<file path="config.mk">
export PLATFORM = sky130hd
export DESIGN_NAME = shift_exec_unit
export DESIGN_NICKNAME = d
export VERILOG_FILES = /design/src/rtl/shift_exec_unit.sv
export SDC_FILE = /design/constraint.sdc
export NUM_CORES = 1
export LEC_CHECK = 0
export ABC_AREA = 1
export CORE_MARGIN = 5
export CORE_UTILIZATION = 40
export CTS_BUF_LIST = sky130_fd_sc_hd__clkbuf_8 sky130_fd_sc_hd__clkbuf_16
export DETAILED_ROUTE_END_ITERATION = 10
export GPL_ROUTABILITY_DRIVEN = 0
export GPL_TIMING_DRIVEN = 0
export PLACE_DENSITY_LB_ADDON = 0.05
export SYNTH_ARGS = -nofsm -noshare
export SYNTH_HDL_FRONTEND = slang
export SYNTH_SLANG_ARGS = --single-unit
</file>
<file path="constraint.sdc">
create_clock -name clk -period 18.6 [get_ports clk]
set_input_delay 2.79 -clock clk [delete_from_list [all_inputs] [get_ports clk]]
set_output_delay 2.79 -clock clk [all_outputs]
set_load 0.005 [all_outputs]
</file>
<file path="src/rtl/shift_exec_unit.sv">
// Execute-stage shift sequencer for RV64I: SLL/SRL/SRA and their W forms. It takes
// one operation over valid/ready and holds the registered result until writeback takes it.
module shift_exec_unit #(
  parameter int XLEN  = 64,
  parameter int CNT_W = 16
) (
  input  logic             clk,
  input  logic             rst,
  input  logic             flush,
  input  logic             in_valid,
  output logic             in_ready,
  input  logic [2:0]       in_op,
  input  logic [XLEN-1:0]  in_a,
  input  logic [XLEN-1:0]  in_b,
  output logic             out_valid,
  input  logic             out_ready,
  output logic [XLEN-1:0]  out_result,
  output logic             out_illegal,
  output logic [CNT_W-1:0] done_count
);

  typedef enum logic [1:0] {
    IDLE = 2'd0,
    EXEC = 2'd1,
    DONE = 2'd2
  } state_t;

  typedef enum logic [1:0] {
    K_SLL = 2'd0,
    K_SRL = 2'd1,
    K_SRA = 2'd2,
    K_BAD = 2'd3
  } kind_t;

  state_t state, state_nxt;

  logic            phase;
  logic [2:0]      op_q;
  logic [XLEN-1:0] a_q;
  logic [5:0]      b_q;
  logic [XLEN-1:0] mid_q;

  logic capture, exec_last, handoff;

  logic            word_op, right_op, arith_op, illegal_op;
  kind_t           kind;
  logic [5:0]      shamt;
  logic [XLEN-1:0] src, core_in, mid, core_out, shifted, result_nxt;
  logic            fill;

  // Only the low six bits of rs2/imm ever reach the shifter.
  logic unused_b_hi;
  assign unused_b_hi = ^in_b[XLEN-1:6];

  function automatic logic [XLEN-1:0] bit_rev(input logic [XLEN-1:0] v);
    logic [XLEN-1:0] r;
    // NOTE: inside functions and always_comb, blocking '=' is correct; '<=' belongs only to clocked state.
    r = '0;
    for (int i = 0; i < XLEN; i++) r[i] = v[XLEN-1-i];
    return r;
  endfunction

  // Three log-shifter levels of 2**base, 2**(base+1), 2**(base+2) positions.
  function automatic logic [XLEN-1:0] shl_stages(input logic [XLEN-1:0] v,
                                                 input logic [2:0]      sh,
                                                 input int              base,
                                                 input logic            fill_bit);
    logic [XLEN-1:0] t;
    int amt;
    t = v;
    for (int s = 0; s < 3; s++) begin
      amt = 1 << (base + s);
      if (sh[s]) t = (t << amt) | ({XLEN{fill_bit}} & ~({XLEN{1'b1}} << amt));
    end
    return t;
  endfunction

  always_comb begin
    // NOTE: every always_comb output gets a default first so no path can infer a latch.
    state_nxt = state;
    in_ready  = 1'b0;
    out_valid = 1'b0;
    capture   = 1'b0;
    exec_last = 1'b0;
    handoff   = 1'b0;
    case (state)
      IDLE: begin
        in_ready = 1'b1;
        if (in_valid) begin
          capture   = 1'b1;
          state_nxt = EXEC;
        end
      end
      EXEC: begin
        if (phase) begin
          exec_last = 1'b1;
          state_nxt = DONE;
        end
      end
      DONE: begin
        out_valid = 1'b1;
        if (out_ready) begin
          handoff   = 1'b1;
          state_nxt = IDLE;
        end
      end
      default: state_nxt = IDLE;
    endcase
    if (flush) begin
      state_nxt = IDLE;
      capture   = 1'b0;
      exec_last = 1'b0;
      handoff   = 1'b0;
    end
  end

  // Right shifts reuse the left shifter on a bit-reversed operand; the shifter is
  // split over the two EXEC cycles, low three levels first.
  always_comb begin
    kind       = kind_t'(op_q[1:0]);
    word_op    = op_q[2];
    illegal_op = (kind == K_BAD);
    right_op   = (kind == K_SRL) || (kind == K_SRA);
    arith_op   = (kind == K_SRA);
    shamt      = word_op ? {1'b0, b_q[4:0]} : b_q;

    if (word_op)
      src = arith_op ? {{(XLEN-32){a_q[31]}}, a_q[31:0]} : {{(XLEN-32){1'b0}}, a_q[31:0]};
    else
      src = a_q;
    fill = arith_op & src[XLEN-1];

    core_in  = right_op ? bit_rev(src) : src;
    mid      = shl_stages(core_in, shamt[2:0], 0, fill);
    core_out = shl_stages(mid_q, shamt[5:3], 3, fill);
    shifted  = right_op ? bit_rev(core_out) : core_out;

    if (illegal_op)
      result_nxt = '0;
    else if (word_op)
      result_nxt = {{(XLEN-32){shifted[31]}}, shifted[31:0]};
    else
      result_nxt = shifted;
  end

  // NOTE: every register, datapath included, is cleared by the async reset so outputs drop at once.
  always_ff @(posedge clk or posedge rst) begin
    if (rst) begin
      state       <= IDLE;
      phase       <= 1'b0;
      op_q        <= '0;
      a_q         <= '0;
      b_q         <= '0;
      mid_q       <= '0;
      out_result  <= '0;
      out_illegal <= 1'b0;
      done_count  <= '0;
    end else begin
      state <= state_nxt;
      phase <= (state == EXEC) && !phase && !flush;
      if (capture) begin
        op_q <= in_op;
        a_q  <= in_a;
        b_q  <= in_b[5:0];
      end
      if ((state == EXEC) && !phase) mid_q <= mid;
      if (exec_last) begin
        out_result  <= result_nxt;
        out_illegal <= illegal_op;
      end
      if (handoff) done_count <= done_count + 1'b1;
    end
  end

endmodule

</file>
Yosys cells after proc, flatten, opt, wreduce, memory -nomap -nowiden
Index checks and enable logic that the tools add are counted.

Register bits: 221. Output and inout port bits: 83. Logic and storage cells: 61.

Add/subtract/negate cells: 1. Equality and inequality tests: 8. Muxes and demuxes: 29. Bitwise gates (word level): 7. Reduce and logical (&&, ||, !) cells: 7.

Operators by type and width (count): $mux 64 (12); $or 64x1->64 (1); $or 64x16->64 (1); $or 64x2->64 (1); $or 64x32->64 (1); $or 64x4->64 (1); $or 64x8->64 (1); $add 16x1->16 const B (1); $mux 1 (11); $ne 3x3->1 const B (3); $mux 2 (4); $eq 2x2->1 const B (3); $mux 6 (1); $pmux 2 s3 (1); $eq 2x1->1 const B (2); $reduce_and 3->1 (1); $logic_and 1x1->1 (2); $logic_not 1->1 (2); $logic_not 2->1 (1); $and 1x1->1 (1); $logic_or 1x1->1 (1).

Depth between registers and ports, before layout
Depth after elaboration: 13. Mapped depth: 15. Mapped depth without buffers: 14.

Worst setup path before layout
No wires, ideal clock.

Kind: input-to-reg. Start: in flush. End: reg done_count[12]. Library setup time: 79 ps. Arrival: 3826 ps. Required time: 18521 ps. Path slack: 14695 ps. Stages: 10. Buffers on the path: 0. Cell sequence: inv_2 > nand2_1 > nor2_4 > inv_2 > nor2_2 > nand3_1 > nor2_1 > nand3_1 > nor2_1 > xor2_1.

Cells in the longest elaborated chain, start to end: 1.

Ends and longest elaborated chain: start, declared (line 9) `input logic flush,`; $mux 1 (line 109) `if (flush) begin`; end signal, assigned (line 171) `if (handoff) done_count <= done_count + 1'b1;`; end, declared (line 19) `output logic [CNT_W-1:0] done_count`.

Every way passes these cells. A chain may end at the register's enable or synchronous reset.

Worst setup path in the final report
Start: in flush. End: reg a_q[27].

Cells in the longest elaborated chain, start to end: 1.

Ends and longest elaborated chain: $mux 1 (line 109); end signal, assigned (line 163) `a_q <= in_a;`; end, declared (line 39) `logic [XLEN-1:0] a_q;`.

Every way passes these cells.

==> results.sh <==
export IMPL_maxCapViolCount=0
export IMPL_cts_hold_buf=0
export IMPL_finalSetupViolCount=0
export IMPL_design_core_area_sq_mm=0.03548
export IMPL_port_buffers=160
export IMPL_post_cts_buffers=0
export IMPL_outcome="complete, no violations"
export IMPL_drive_gt1_share_pct=4.723
export IMPL_synth_ff_type="dfrtp_1"
export IMPL_synthArstFlopShare_pct=100.0
export IMPL_die_h_um=199.4
export IMPL_path_max_fanout=10
export IMPL_drv_slew=0
export IMPL_slew_headroom_pct=38.34
export IMPL_required_ns=19.02
export IMPL_critical_path_startpoint="flush"
export IMPL_drc=0
export IMPL_root_buffer="clkbuf_16"
export IMPL_drt_initial_drc_count=1683
export IMPL_rsz0062_at_grt="false"
export IMPL_cts_reportedPaths_clkPinSlew_ns=0.06
export IMPL_grt_overflow_total=0
export IMPL_dieArea_sq_mm=0.03975
export IMPL_final_net_count=2555
export IMPL_cp_end_kind="register"
export IMPL_route_antenna_remaining_nets=0
export IMPL_path_class="input pin to register"
export IMPL_core_rowCount=69
export IMPL_synth_edf_count=0
export IMPL_antenna_cells=0
export IMPL_antenna_found_initial=0
export IMPL_h_tree_depth=1
export IMPL_hpwl_um=45480
export IMPL_slowest_delay_ns=0.56
export IMPL_path_cells="clkdlybuf4s50_1 -> inv_2 -> nand3_1 -> clkbuf_1 -> clkbuf_1 -> a21oi_1"
export IMPL_vias=15770
export IMPL_total_power_w=0.002699
export IMPL_clockBufferDepth=3
export IMPL_mostFrequentLayoutCell="nand2_1"
export IMPL_post_cts_resized=0
export IMPL_register_area_sq_mm=0.005530
export IMPL_grt_start_max_net_pins=121
export IMPL_final_cell_mix="844 x nand2_1, 391 x nand3_1, 221 x dfrtp_1"
export IMPL_hold_viol_final=0
export IMPL_startpoint_type="input pin"
export IMPL_fillers=3774
export IMPL_clkLatencyLatePin_ns=0.56
export IMPL_die_w_um=199.4
export IMPL_synth_cells=2227
export IMPL_slowest_stage="clkbuf_1"
export IMPL_yosysWarnings=0
export IMPL_hp_start="done_count[15]"
export IMPL_syn_area_per_cell_sq_um=6.442
export IMPL_vias_per_cell=5.447
export IMPL_wirelength_um=56340
export IMPL_wl_per_cell_um=19.46
export IMPL_seq_area_frac_synth_pct=38.55
export IMPL_p_leak_nw=8.720
export IMPL_start_util_pct=40.43
export IMPL_ys_ff_latch=221
export IMPL_syn_nets=2366
export IMPL_timing_final_crit_share_pct=24.29
export IMPL_crit_path_frequent_cell="clkbuf_1"
export IMPL_grt_pass1_wl_um=87260
export IMPL_tns_ns=0
export IMPL_grt_use_total_pct=28.08
export IMPL_ys_types=36
export IMPL_multiInputGateArea_sq_mm=0.007543
export IMPL_finClkSkew_ns=0.01661
export IMPL_irDropWorstVdd_v=0.00007777
export IMPL_firstDrtPassIters=7
export IMPL_ios=219
export IMPL_max_slew_worst_pin_slew_ns=0.9216
export IMPL_area_growth_pct=21.66
export IMPL_cts_sinks=221
export IMPL_netlist_area_sq_mm=0.01435
export IMPL_fmax_ghz=0.2213
export IMPL_cts_buffers_inserted=26
export IMPL_grt_pass1_vias=15360
export IMPL_p_per_area_mw_per_mm2=154.6
export IMPL_arrival_ns=4.94
export IMPL_min_path_type="register to register"
export IMPL_r2r_start="op_q[0]"
export IMPL_fin_crit_ns=4.518
export IMPL_cts_tree="built"
==> area by class of cell <==
class	count	area share [%]
clock inverter	13	0.6954
inverter	153	3.334
multi-input combinational	1690	43.22
clock buffer	34	4.423
sequential	221	31.69
tap	461	3.305
timing repair buffer	161	9.334
buffer	163	4.000
==> power by group <==
| group | total (W) | internal, W | leakage (nW) | switching (W) |
|---|---|---|---|---|
| clock | 0.000525 | 0.000317 | 0.454 | 0.000208 |
| combinational | 0.00143 | 0.000468 | 5.59 | 0.000962 |
| sequential | 0.000743 | 0.000639 | 2.68 | 0.000105 |
| total | 0.00270 | 0.00142 | 8.72 | 0.00127 |
==> stage by stage <==
stage | setup WS [ns] | cell area [sq um] | cells | hold slack, ns | utilization (%)
after floorplan | 9.761 | 14350 | 2227 | 0.4491 | -
after global placement | 6.867 | 16520 | 2848 | 0.4618 | 46.57
after detailed placement | 13.44 | 16560 | 2849 | 0.4667 | 46.67
after CTS | 14.03 | 17450 | 2896 | 0.4780 | 49.19
after global routing | 13.89 | 17450 | 2896 | 0.5006 | 49.19
final | 14.08 | 17450 | 2896 | 0.4730 | 49.19
==> cell usage after synthesis, types with 4 or more instances <==
master	instances	share of area (%)
nand2_1	844	22
xor2_1	9	0.55
o21ai_0	129	4.5
buf_4	7	0.37
inv_2	8	0.21
mux2_2	5	0.39
a21oi_1	117	4.1
o21ai_1	25	0.87
o211ai_1	29	1.5
dfrtp_1	221	39
or2_2	8	0.35
nand3_1	391	14
inv_1	145	3.8
buf_1	35	0.92
nor2_1	94	2.5
buf_2	30	1.0
nand2_2	4	0.17
clkbuf_1	88	2.3
==> cell families after synthesis <==
group                      count (synthesis)  share of synthesized area (%)
adders and majority gates                  3                         0.2617
DFF                                      221                          38.55
muxes                                      5                         0.3924
AOI/OAI and AO/OA                        314                          11.69
and+or+nand+nor                         1356                          39.51
buffers and inverters                    316                          8.870
xor gates and xnor gates                  12                         0.7327
==> registers in the layout (all words and copies together) (netlist names) <==
| register | flops |
|---|---|
| b_q | 6 |
| out_illegal | 1 |
| a_q | 64 |
| op_q | 3 |
| phase | 1 |
| mid_q | 64 |
| out_result | 64 |
| done_count | 16 |
| state | 2 |
==> final timing paths <==
| path | to | depth (start not counted) | slack (ns) |
|---|---|---|---|
| min in group asynchronous | out_result[34] | 2 | 2.81 |
| min | done_count[15] | 1 | 0.47 |
| max in group asynchronous | mid_q[32] | 3 | 14.81 |
| min reg2reg | done_count[15] | 1 | 0.47 |
| max reg2reg | out_result[32] | 10 | 15.86 |
| max | a_q[27] | 6 | 14.08 |
==> per-layer routing <==
metal | GRT usage, % | vias to the layer above | part of all wire [%]
met3 | 4.215 | 215 | 6.8
li1 | - | 7590 | -
met4 | 15.82 | 0 | 7.0
met5 | 0 | - | 0
met1 | 34.82 | 7215 | 40
met2 | 46.91 | 754 | 47
==> critical path, delay by kind of cell <==
family | cells | cell delay, ns
buffers and inverters | 4 | 1.60
AND/OR/NAND/NOR | 1 | 0.39
AO/OA/AOI/OAI | 1 | 0.14
(Power assumes the default switching activity.)
